<file path="src/rtl/serial_adder_pkg.sv">
// Shared state encoding and default width for the bit-serial adder.
package serial_adder_pkg;

  typedef enum logic [1:0] {
    ST_IDLE = 2'b00,
    ST_ADD  = 2'b01,
    ST_DONE = 2'b10
  } state_t;

  localparam int DEFAULT_WIDTH = 8;

endpackage

</file>
<file path="src/rtl/full_adder_cell.sv">
// Combinational full adder: two half-adder stages whose carries are ORed.
module full_adder_cell (
  input  logic a_in,
  input  logic b_in,
  input  logic c_in,
  output logic sum_out,
  output logic carry_out
);

  logic ha1_sum, ha1_carry, ha2_carry;

  assign ha1_sum   = a_in ^ b_in;
  assign ha1_carry = a_in & b_in;
  assign sum_out   = ha1_sum ^ c_in;
  assign ha2_carry = ha1_sum & c_in;
  assign carry_out = ha1_carry | ha2_carry;

endmodule

</file>
<file path="src/rtl/serial_adder_fsm.sv">
// Bit-serial WIDTH-bit adder, LSB first, with start/busy/done handshake.
// Define SERIAL_ADDER_OVF_EN to add the registered signed-overflow output.
module serial_adder_fsm
  import serial_adder_pkg::*;
#(
  parameter int WIDTH = DEFAULT_WIDTH
) (
  input  logic             clk_in,
  input  logic             rst_n_in,
  input  logic             start_in,
  input  logic [WIDTH-1:0] a_in,
  input  logic [WIDTH-1:0] b_in,
  input  logic             carry_in,
  output logic             busy_out,
  output logic             done_out,
  output logic [WIDTH-1:0] sum_out,
  output logic             carry_out
`ifdef SERIAL_ADDER_OVF_EN
  ,
  output logic             overflow_out
`endif
);

  localparam int CNT_W = $clog2(WIDTH) + 1;
  localparam logic [CNT_W-1:0] LAST_CNT = CNT_W'(WIDTH - 1);

  state_t           state_q, state_d;
  logic [WIDTH-1:0] a_sh_q, a_sh_d;
  logic [WIDTH-1:0] b_sh_q, b_sh_d;
  logic [WIDTH-1:0] r_q, r_d;
  logic [WIDTH-1:0] sum_q, sum_d;
  logic [WIDTH-1:0] s_msb;
  logic             c_q, c_d;
  logic             cout_q, cout_d;
  logic [CNT_W-1:0] cnt_q, cnt_d;
  logic             fa_sum, fa_cout;
  logic             last_bit;

  full_adder_cell u_fa (
    .a_in      (a_sh_q[0]),
    .b_in      (b_sh_q[0]),
    .c_in      (c_q),
    .sum_out   (fa_sum),
    .carry_out (fa_cout)
  );

  assign last_bit = (cnt_q == LAST_CNT);

  always_comb begin
    state_d = state_q;
    a_sh_d  = a_sh_q;
    b_sh_d  = b_sh_q;
    r_d     = r_q;
    sum_d   = sum_q;
    c_d     = c_q;
    cout_d  = cout_q;
    cnt_d   = cnt_q;
    // New sum bit enters at the MSB so the LSB-first stream ends up in order
    s_msb            = '0;
    s_msb[WIDTH-1]   = fa_sum;
    case (state_q)
      ST_IDLE: begin
        if (start_in) begin
          a_sh_d  = a_in;
          b_sh_d  = b_in;
          c_d     = carry_in;
          r_d     = '0;
          cnt_d   = '0;
          state_d = ST_ADD;
        end
      end
      ST_ADD: begin
        a_sh_d = a_sh_q >> 1;
        b_sh_d = b_sh_q >> 1;
        c_d    = fa_cout;
        r_d    = (r_q >> 1) | s_msb;
        cnt_d  = cnt_q + CNT_W'(1);
        if (last_bit) begin
          sum_d   = r_d;
          cout_d  = fa_cout;
          state_d = ST_DONE;
        end
      end
      ST_DONE: state_d = ST_IDLE;
      default: state_d = ST_IDLE;
    endcase
  end

  always_ff @(posedge clk_in or negedge rst_n_in) begin
    if (!rst_n_in) begin
      state_q <= ST_IDLE;
      a_sh_q  <= '0;
      b_sh_q  <= '0;
      r_q     <= '0;
      sum_q   <= '0;
      c_q     <= 1'b0;
      cout_q  <= 1'b0;
      cnt_q   <= '0;
    end else begin
      state_q <= state_d;
      a_sh_q  <= a_sh_d;
      b_sh_q  <= b_sh_d;
      r_q     <= r_d;
      sum_q   <= sum_d;
      c_q     <= c_d;
      cout_q  <= cout_d;
      cnt_q   <= cnt_d;
    end
  end

  assign busy_out  = (state_q == ST_ADD);
  assign done_out  = (state_q == ST_DONE);
  assign sum_out   = sum_q;
  assign carry_out = cout_q;

`ifdef SERIAL_ADDER_OVF_EN
  // On the MSB step c_q is the carry into the MSB and fa_cout the carry out
  logic ovf_q;

  always_ff @(posedge clk_in or negedge rst_n_in) begin
    if (!rst_n_in) begin
      ovf_q <= 1'b0;
    end else if ((state_q == ST_ADD) && last_bit) begin
      ovf_q <= c_q ^ fa_cout;
    end
  end

  assign overflow_out = ovf_q;
`else
  // Without the overflow output the MSB carries are not observed separately
`endif

endmodule

</file>
<file path="config.mk">
export PLATFORM = sky130hd
export DESIGN_NAME = serial_adder_fsm
export DESIGN_NICKNAME = d
export VERILOG_FILES = /design/src/rtl/serial_adder_pkg.sv /design/src/rtl/full_adder_cell.sv /design/src/rtl/serial_adder_fsm.sv
export SDC_FILE = /design/constraint.sdc
export NUM_CORES = 1
export LEC_CHECK = 0
export ABC_AREA = 1
export CAP_MARGIN = 0
export CORE_MARGIN = 3
export CORE_UTILIZATION = 25
export CTS_CLUSTER_SIZE = 8
export DETAILED_ROUTE_END_ITERATION = 16
export GPL_TIMING_DRIVEN = 0
export HOLD_SLACK_MARGIN = 0.06
export PLACE_DENSITY = 0.51
export SYNTH_ARGS = -nofsm -noshare
export SYNTH_HDL_FRONTEND = slang
export SYNTH_SLANG_ARGS = --single-unit
</file>
<file path="constraint.sdc">
create_clock -name clk_in -period 3.5 [get_ports clk_in]
set_input_delay 0.875 -clock clk_in [delete_from_list [all_inputs] [get_ports clk_in]]
set_output_delay 0.875 -clock clk_in [all_outputs]
set_load 0.01 [all_outputs]
</file>
# Yosys cells after proc, flatten, opt, wreduce, memory -nomap -nowiden

Cells that the tools add are included.

Eq/ne operators: 5
Reduce and logical (&&, ||, !) cells: 5
$add $sub $neg: 1
Bitwise gates (word level): 6
Multiplexer cells: 13

Operator list:

| operator              | number |
|---|---|
| $pmux W8 S2           | 3 |
| $mux W8               | 3 |
| $or A7 B8 Y8          | 1 |
| $pmux W4 S2           | 1 |
| $reduce_and A2 Y1     | 3 |
| $add A4 B1 Y4 const B | 1 |
| $eq A4 B3 Y1 const B  | 1 |
| $mux W2               | 2 |
| $mux W4               | 1 |
| $pmux W2 S2           | 1 |
| $and A1 B1 Y1         | 2 |
| $eq A2 B1 Y1 const B  | 1 |
| $eq A2 B2 Y1 const B  | 1 |
| $logic_not A2 Y1      | 1 |
| $ne A2 B1 Y1 const B  | 1 |
| $ne A2 B2 Y1 const B  | 1 |
| $pmux W1 S2           | 1 |
| $reduce_bool A2 Y1    | 1 |
| $xor A1 B1 Y1         | 2 |
| $mux W1               | 1 |
| $or A1 B1 Y1          | 1 |

Output and inout bits: 11
Input bits: 20
Logic and storage cells: 38
Bits in registers: 40

# Longest topological paths before layout

Gate-level depths: netlist of the first run.

Depth in word-level cells: 4
Depth in mapped cells: 6
Depth with buffers taken out: 6

# By module

Synthesis of the first run repeated with hierarchy kept, for this count alone.

Cells, all modules: 192
Area, all modules: 1,697.9 um^2

Modules (own cells, without submodules):

| module           | cells an instance | times used | area each (um^2) |
|---|---|---|---|
| serial_adder_fsm | 191               | 1          | 1,677.9 |
| full_adder_cell  | 1                 | 1          | 20.0 |

# Worst setup path before layout of the first run

No wires, ideal clock.

Kind: register -> output
From: register state_q[0]
To: output busy_out
Stages on the path, launching flop included: 4
Slack: 1.867 ns
Data arrival time: 0.758 ns
Buffers on the path: 1
Path through: dfrtp_1 nand2_2 clkinv_4 buf_6

Word-level cells in the longest chain between the ends: 1

RTL lines:

| what                     | line                    | source |
|---|---|---|
| start: declaration       | serial_adder_fsm.sv:27  | `state_t state_q, state_d;` |
| start signal: assignment | serial_adder_fsm.sv:100 | `state_q <= state_d;` |
| $eq A2 B1 Y1             | serial_adder_fsm.sv:111 | `assign busy_out = (state_q == ST_ADD);` |
| end: declaration         | serial_adder_fsm.sv:14  | `output logic busy_out,` |

No other way between the ends.

# Final worst setup path of the first run

Same ends and word-level chain as after synthesis.

==> qor.csv, run 1 <==
stage,metric,value,unit
outcome,outcome,finished clean,
sta,tns,0,ns
finish,postLayoutCellArea,2260,µm²
sta,tightest_slew,0.215,ns
clock_network,cts_post_setup_buffers_inserted,0,
global_routing,grt_pass1_vias,1447,
critical_path,startpoint_type,flip-flop,
critical_path,critPathCaptureType,output port,
synthesis,ys.flop_type,dfrtp_1,
finish,fin_nets,253,
synthesis,async_flop_share,100,%
synthesis,yosysUniqueCellTypes,18,
clock_network,root_buffer,clkbuf_8,
critical_path,crit_family,buffers and inverters,
pwr,ir_drop,0.202,mV
synthesis,yosys_warnings,0,
floorplanning,rows,29,
finish,utilization,34.6,%
drt,first_iter_violations,71,
finish,drive_above_1_share,12.1,%
clock_network,clk_latency,0.29,ns
global_routing,grt_pass1_wl,6.80,mm
floorplanning,ios,31,
critical_path,critPathBufInv,3,
floorplanning,die-area,7960,µm²
drt,dr.pass1.iters,4,
critical_path,worstPathRequired,2.62,ns
floorplanning,core,6530,µm²
place,detailed_place_hpwl,2.56,mm
clock_network,clk_path_buf_depth,2,
synthesis,synth.ff_latch_count,39,
sta,relSlewSlack,85.6,%
synthesis,yosysSeqAreaShare,56.4,%
sta,fin_crit_sh,71.6,%
drt,ant_nets,0,
pwr,power.density,820,nW/µm²
synthesis,syn_avg_cell_area,8.97,µm²
clock_network,numCtsBuffers,5,
critical_path,path_max_fanout,10,
sta,clock.fmax,399,MHz
drt,routed_wl,3.80,mm
clock_network,clk_pin_slew,0.08,ns
sta,finalSetupViolCount,0,
finish,layout_common_cells,"nand2_1 (72), nand3_1 (54), dfrtp_1 (39)",
drt,drc_errors,0,
clock_network,cts_tree,yes,
critical_path,crit_chain,"nand2_2, clkinv_4, buf_6, clkdlybuf4s50_1",
finish,area_delta_synth_final,30.6,%
critical_path,path_class,flip-flop to output port,
synthesis,syn_inst,193,
critical_path,cp_slowest_cell,clkdlybuf4s50_1,
flow_run,maxCapViolCount,0,
place,io_buffers,30,
hold_path,holdCritPathClass,input port to asynchronous set/reset pin,
global_routing,grt_start_max_net_pins,39,
floorplanning,die_y,89.2,µm
place,place.gp.congestion,0.741,
sta,clock_skew,0.00487,ns
floorplanning,die_w,89.2,µm
finish,layout_commonest_cell,nand2_1,
clock_network,cts_hold_buf,0,
sta,min_period,2.50,ns
sta,rsz0062_at_grt,no,
global_routing,grt-ovfl-total,0,
drt,viasPerCell,4.56,
critical_path,cp.arrival,1.63,ns
clock_network,cts_resized,0,
clock_network,ctsHtreeMaxLevel,2,
sta,hold_violations,0,
drt,wire_per_inst,12.3,µm
synthesis,synthesis.area,1730,µm²
place,placed_area,2140,µm²
synthesis,synth_nets,215,
global_routing,antenna_found_initial,0,
clock_network,cts_sinks,39,
pwr,cellLeakagePower,1.10,nW
critical_path,max_stage_delay,0.55,ns
finish,diodes,0,
drt,vias,1408,
floorplanning,initial_core_util,26.5,%
sta,finalMaxSlewViolations,0,
finish,fillers,697,
synthesis,synth_edf_count,0,
global_routing,track_usage,11.0,%
[synthesized netlist by cell type, types with 2 or more instances]
| cell | count | area (µm²) |
|---|---|---|
| dfrtp_1 | 39 | 976 |
| nand3_1 | 54 | 270 |
| buf_6 | 5 | 56.3 |
| inv_1 | 2 | 7.51 |
| buf_2 | 3 | 15.0 |
| buf_4 | 3 | 22.5 |
| o21ai_0 | 2 | 10.0 |
| nand2_2 | 3 | 18.8 |
| nand2_1 | 72 | 270 |
| nor2_1 | 2 | 7.51 |
[final timing paths]
path                            start    endpoint  slack [ns]  depth (start not counted)
setup reg to reg             cnt_q[0]  sum_out[3]        2.30                          6
max in group asynchronous    rst_n_in   b_sh_q[5]        2.75                          2
setup / recovery           state_q[0]    busy_out         1.0                          4
hold / removal               rst_n_in  sum_out[3]        0.36                          1
hold reg to reg            sum_out[1]  sum_out[1]        0.47                          2
min in group clk_in        sum_out[1]  sum_out[1]        0.47                          2
[logic make-up after synthesis]
family          Yosys count  synth area share (%)
compound gates            3                  1.01
fa+ha+maj                 2                  1.88
buf+inv                  15                  6.58
flops                    39                  56.4
simple gates            134                  34.1
[per-layer routing]
metal  vias up  share of wire (%)  GRT usage, %
li1        705                  -             -
met3         5                5.2          2.95
met5         -                  0             0
met4         0                1.9          5.14
met1       671                 49          14.7
met2        27                 44          16.7
[layout make-up]
class	count	area (µm²)	area share (%)
Buffer	11	93.8	4.15
Clock buffer	6	82.6	3.65
Clock inverter	2	35.0	1.55
Inverter	4	20.0	0.886
Multi-Input combinational cell	139	641	28.3
Sequential cell	39	976	43.2
Tap cell	77	96.3	4.26
Timing Repair Buffer	31	315	14.0
[metrics by stage]
stage	setup slack [ns]	hold WS (ns)	total power, W	std cells
5_1_grt	0.879	0.351	0.00202	309
6_report	0.995	0.364	0.00185	309
3_3_place_gp	0.522	0.456	0.00147	300
2_1_floorplan	1.87	0.466	0.00121	193
4_1_cts	0.976	0.354	0.00188	309
3_5_place_dp	1.30	0.462	0.00148	301
[registers in the layout, summed over array words and instances, names as in the netlist]
register	cells
r_q	7
carry_out	1
b_sh_q	8
a_sh_q	8
state_q	2
sum_out	8
cnt_q	4
c_q	1
[power by group]
group,internal (W),leakage (nW),switching [W]
registers,0.000643,0.500,0.000128
logic,0.000320,0.540,0.000374
clock network,0.000231,0.0612,0.000157
total,0.00119,1.10,0.000659
[worst reg2reg max path, delay by kind of cell (launching register included)]
family | cells | cell delay (ns)
and+or+nand+nor | 5 | 0.52
adders and majority gates | 1 | 0.19
DFF | 1 | 0.41
Power figures use the tool's default switching activity.
==> run 2, diff against run 1 <==
--- a/config.mk
+++ b/config.mk
@@ -13,7 +13,7 @@
 export DETAILED_ROUTE_END_ITERATION = 16
 export GPL_TIMING_DRIVEN = 0
 export HOLD_SLACK_MARGIN = 0.06
-export PLACE_DENSITY = 0.51
+export PLACE_DENSITY = 0.53
 export SYNTH_ARGS = -nofsm -noshare
 export SYNTH_HDL_FRONTEND = slang
 export SYNTH_SLANG_ARGS = --single-unit
==> constraint.sdc (replaced) <==
create_clock -name clk_in -period 2.3 [get_ports clk_in]
set_input_delay 0.575 -clock clk_in [delete_from_list [all_inputs] [get_ports clk_in]]
set_output_delay 0.575 -clock clk_in [all_outputs]
set_load 0.01 [all_outputs]
==> run 2 against run 1 <==
  * Power up 45%
  * Critical path depth up 1
  * Hold slack worse by 0.12 ns
  * Non-clock buffer count up 1
  * Clock power up 14%
  * Cell count up 0.32%
  * Global-route usage about the same
  * Critical endpoint unchanged
  * Largest cell class unchanged
==> qor.csv, run 2 (synthesis results as in run 1) <==
stage,metric,value,unit
outcome,outcome,finished clean,
clock_network,cts_tree,yes,
global_routing,grt_pass1_wl,6.78,mm
finish,area_delta_synth_final,28.9,%
global_routing,grt-ovfl-total,0,
critical_path,worstPathRequired,1.73,ns
critical_path,crit_chain,"inv_2, nand2_2, clkinv_4, buf_6, clkdlybuf4s50_1",
critical_path,path_class,flip-flop to output port,
floorplanning,rows,29,
global_routing,track_usage,11.1,%
finish,layout_commonest_cell,nand2_1,
pwr,p_comb_share,39.9,%
pwr,p_switching,0.000998,W
pwr,power.density,1200,nW/µm²
drt,wire_per_inst,12.3,µm
place,place.gp.congestion,0.751,
critical_path,critPathCaptureType,output port,
floorplanning,die_y,89.2,µm
clock_network,clk_latency,0.29,ns
critical_path,max_stage_delay,0.54,ns
sta,holdWs,0.239,ns
clock_network,cts_hold_buf,0,
sta,min_period,2.19,ns
pwr,clkPwrFrac,16.5,%
floorplanning,die_w,89.2,µm
drt,drc_errors,0,
hold_path,holdCritPathClass,input port to asynchronous set/reset pin,
place,io_buffers,30,
critical_path,cp.arrival,1.62,ns
clock_network,cts_post_setup_buffers_inserted,0,
finish,fillers,698,
critical_path,startpoint_type,flip-flop,
clock_network,clk_pin_slew,0.07,ns
critical_path,path_max_fanout,10,
finish,fin_nets,254,
place,detailed_place_hpwl,2.61,mm
global_routing,grt_pass1_vias,1388,
sta,clock.fmax,456,MHz
floorplanning,ios,31,
sta,rsz0062_at_grt,no,
floorplanning,core,6530,µm²
sta,relSlewSlack,84.2,%
global_routing,antenna_found_initial,0,
finish,diodes,0,
flow_run,maxCapViolCount,0,
pwr,p_seq_share,43.6,%
sta,tightest_slew,0.237,ns
pwr,p_int,0.00169,W
drt,dr.pass1.iters,4,
drt,viasPerCell,4.65,
sta,tns,0,ns
floorplanning,initial_core_util,26.5,%
sta,clock_skew,0.00474,ns
sta,finalMaxSlewViolations,0,
sta,finalSetupViolCount,0,
global_routing,grt_start_max_net_pins,40,
clock_network,numCtsBuffers,5,
clock_network,ctsHtreeMaxLevel,2,
clock_network,clk_path_buf_depth,2,
clock_network,cts_sinks,39,
pwr,ir_drop,0.313,mV
drt,routed_wl,3.80,mm
sta,hold_violations,0,
pwr,p_sw_share,37.2,%
critical_path,cp_slowest_cell,clkdlybuf4s50_1,
finish,layout_common_cells,"nand2_1 (72), nand3_1 (54), dfrtp_1 (39)",
clock_network,cts_resized,0,
sta,fin_crit_sh,95.4,%
finish,drive_above_1_share,11.6,%
drt,vias,1440,
clock_network,root_buffer,clkbuf_8,
pwr,cellLeakagePower,1.09,nW
floorplanning,die-area,7960,µm²
drt,ant_nets,0,
drt,first_iter_violations,60,
==> run 2: power by group through the flow <==
stage | Sequential (W) | Combinational, W | Clock [W]
finish | 0.00117 | 0.00107 | 0.000444
global route | 0.00121 | 0.00123 | 0.000482
CTS | 0.00118 | 0.00108 | 0.000457
detailed placement | 0.00119 | 0.00108 | 0
global placement | 0.00118 | 0.00106 | 0
floorplan | 0.00118 | 0.000655 | 0
==> run 2: stage by stage <==
step	setup slack (ns)	power [W]	cell area, µm²	util, %	cells
after detailed placement	0.393	0.00227	2140	32.8	301
after CTS	0.0751	0.00272	2220	34.0	309
after global routing	0.0203	0.00293	2230	34.2	310
after global placement	-0.372	0.00224	2130	32.6	300
after floorplan	0.967	0.00184	1730	-	193
final	0.107	0.00268	2230	34.2	310
==> run 2: critical path: cells and delay by family, from the launching register on <==
kind	cells	cell delay, ns
buffers and inverters	4	0.87
flip-flops	1	0.37
AND/OR/NAND/NOR	1	0.09
==> run 2: final cells by class <==
class                           instances  area (µm²)  share of cell area [%]
Sequential cell                        39         976                    43.7
Multi-Input combinational cell        139         641                    28.7
Timing Repair Buffer                   32         323                    14.5
Tap cell                               77        96.3                    4.32
Buffer                                 11        93.8                    4.21
Clock buffer                            7        76.3                    3.42
Inverter                                4        20.0                   0.897
Clock inverter                          1        5.00                   0.224
==> run 2: final timing paths <==
path                            cells after the start          to  slack (ns)  startpoint
worst max register to register                      6   carry_out        1.08    cnt_q[0]
max in group asynchronous                           2    cnt_q[0]        1.86    rst_n_in
worst min register to register                      2  sum_out[6]        0.47  sum_out[6]
min in group clk_in                                 2  sum_out[6]        0.47  sum_out[6]
worst max-delay path                                5    busy_out        0.11  state_q[1]
worst min-delay path                                2  sum_out[3]        0.24    rst_n_in
==> run 2: per-layer routing <==
layer  GRT usage (%)  vias to the layer above  wire [µm]
li1                -                      705          -
met1            15.3                      691       1800
met2            16.4                       37       1720
met3            2.76                        7        191
met4            4.74                        0         81
met5               0                        -          0
==> run 3, diff against run 2 <==
--- a/config.mk
+++ b/config.mk
@@ -13,7 +13,9 @@
 export DETAILED_ROUTE_END_ITERATION = 16
 export GPL_TIMING_DRIVEN = 0
 export HOLD_SLACK_MARGIN = 0.06
+export MAX_ROUTING_LAYER = met4
 export PLACE_DENSITY = 0.53
+export SLEW_MARGIN = 15
 export SYNTH_ARGS = -nofsm -noshare
 export SYNTH_HDL_FRONTEND = slang
 export SYNTH_SLANG_ARGS = --single-unit
==> run 3 against run 2 <==
  * Sequential power about the same
  * Clock-buffer cell count down 1
  * Maximum frequency down 0.75%
  * Via count down 2.8%
  * Register-to-register slack about the same
  * Combinational power about the same
  * Utilization up 0.67 points
  * Critical path depth unchanged
  * Clock skew up 0.0067 ns
  * Worst setup slack worse by 0.016 ns
  * Design area up 2.0%
  * Sequential share of layout area down 0.84 points
  * Largest cell class unchanged
==> qor.csv, run 3 (synthesis results as in run 1) <==
stage,metric,value,unit
sta,finalSetupViolCount,0,
critical_path,r2r-start,cnt_q[0],
critical_path,cp.arrival,1.63,ns
drt,ant_nets,0,
floorplanning,die_y,89.2,µm
global_routing,grt_pass1_wl,6.94,mm
pwr,ir_drop,0.347,mV
flow_run,maxCapViolCount,0,
pwr,power.density,1250,nW/µm²
floorplanning,initial_core_util,26.5,%
sta,rsz0062_at_grt,no,
sta,min_period,2.21,ns
clock_network,ctsHtreeMaxLevel,2,
critical_path,worstPathRequired,1.73,ns
sta,finalMaxSlewViolations,0,
place,placed_area,2150,µm²
outcome,outcome,finished clean,
finish,layout_common_cells,"nand2_1 (72), nand3_1 (54), dfrtp_1 (39)",
floorplanning,die-area,7960,µm²
critical_path,path_max_fanout,10,
critical_path,critPathCaptureType,output port,
critical_path,rrSetupSlack,1.08,ns
clock_network,numCtsBuffers,5,
sta,hold_violations,0,
finish,fin_nets,254,
drt,routed_wl,3.89,mm
drt,vias,1400,
floorplanning,ios,31,
place,place.gp.congestion,0.760,
global_routing,antenna_found_initial,0,
drt,first_iter_violations,96,
floorplanning,die_w,89.2,µm
drt,dr.pass1.iters,4,
clock_network,cts_sinks,39,
sta,fin_crit_sh,96.1,%
clock_network,clk_pin_slew,0.08,ns
finish,postLayoutCellArea,2270,µm²
sta,tightest_slew,0.516,ns
place,detailed_place_hpwl,2.69,mm
drt,drc_errors,0,
sta,clock.fmax,453,MHz
clock_network,cts_hold_buf,0,
sta,relSlewSlack,65.6,%
sta,clock_skew,0.0114,ns
global_routing,grt-ovfl-total,0,
finish,area_delta_synth_final,31.5,%
sta,worst_slack,0.0903,ns
global_routing,grt_pass1_vias,1447,
clock_network,root_buffer,clkbuf_8,
floorplanning,rows,29,
place,place_inst,301,
clock_network,clk_path_buf_depth,2,
drt,wire_per_inst,12.6,µm
finish,diodes,0,
critical_path,startpoint_type,flip-flop,
pwr,cellLeakagePower,1.11,nW
floorplanning,core,6530,µm²
place,io_buffers,30,
finish,layout_commonest_cell,nand2_1,
global_routing,track_usage,11.7,%
place,place_ws,0.394,ns
drt,viasPerCell,4.52,
clock_network,clk_latency,0.29,ns
critical_path,r2r_cells,6,
critical_path,path_class,flip-flop to output port,
finish,drive_above_1_share,12.4,%
hold_path,holdCritPathClass,input port to asynchronous set/reset pin,
finish,fillers,696,
critical_path,r2r-end,carry_out,
global_routing,grt_start_max_net_pins,21,
finish,post_layout_nonfiller_instances,310,
clock_network,cts_tree,yes,
[run 3: changes by cell type in the layout (fill, tap and decap cells not counted)]
| cell | before | now |
|---|---|---|
| buf_12 | 1 | 0 |
| buf_16 | 0 | 1 |
| bufinv_16 | 0 | 1 |
| clkbuf_1 | 2 | 0 |
| clkbuf_8 | 5 | 6 |
[run 3: per-layer routing]
metal | track usage (%) | routed length [µm]
met1 | 15.2 | 1820
met2 | 18.0 | 1810
met3 | 2.21 | 183
met4 | 4.47 | 78
met5 | - | 0
[run 3: stage by stage]
| step | setup TNS [ns] | total power [W] | hold WS [ns] | utilization [%] |
|---|---|---|---|---|
| 2_1_floorplan | 0 | 0.00184 | 0.279 | - |
| 5_1_grt | 0 | 0.00309 | 0.280 | 34.8 |
| 3_3_place_gp | -14.46 | 0.00224 | 0.457 | 32.6 |
| 3_5_place_dp | 0 | 0.00227 | 0.460 | 32.9 |
| 4_1_cts | 0 | 0.00287 | 0.259 | 34.7 |
| 6_report | 0 | 0.00284 | 0.251 | 34.8 |
[run 3: what timing repair did]
item                                    in CTS  in global routing
hold endpoints to repair                     0                  0
endpoints found under the setup margin       0                  1
setup buffers                                0                  1
gates resized for setup                      0                  0
[run 3: how the worst max path moves through the flow]
stage | start | endpoint | cells after the start
floorplan | state_q[0] | busy_out | 3
global placement | rst_n_in | b_sh_q[3] | 1
detailed placement | state_q[0] | busy_out | 4
CTS | state_q[0] | busy_out | 4
global route | state_q[1] | busy_out | 5
finish | state_q[1] | busy_out | 5
[run 3: report_power, final]
| group | total [W] | switching (W) | internal (W) |
|---|---|---|---|
| logic | 0.00108 | 0.000579 | 0.000496 |
| registers | 0.00117 | 0.000192 | 0.000978 |
| clock network | 0.000593 | 0.000242 | 0.000351 |
[run 3: critical path, cell delays in order, from the launching register on]
cell	delay (ns)
dfrtp_1	0.38
inv_2	0.07
nand2_2	0.09
clkinv_4	0.11
buf_6	0.15
clkdlybuf4s50_1	0.54
[run 3: cell type report]
| class | count | area [µm²] | area share (%) |
|---|---|---|---|
| plain buffers | 11 | 93.8 | 4.13 |
| clock buffers | 6 | 82.6 | 3.63 |
| clock inverters | 2 | 35.0 | 1.54 |
| inverters | 4 | 20.0 | 0.880 |
| multi-input cells | 139 | 641 | 28.2 |
| flip-flops and latches | 39 | 976 | 42.9 |
| well taps | 77 | 96.3 | 4.24 |
| repair buffers | 32 | 330 | 14.5 |
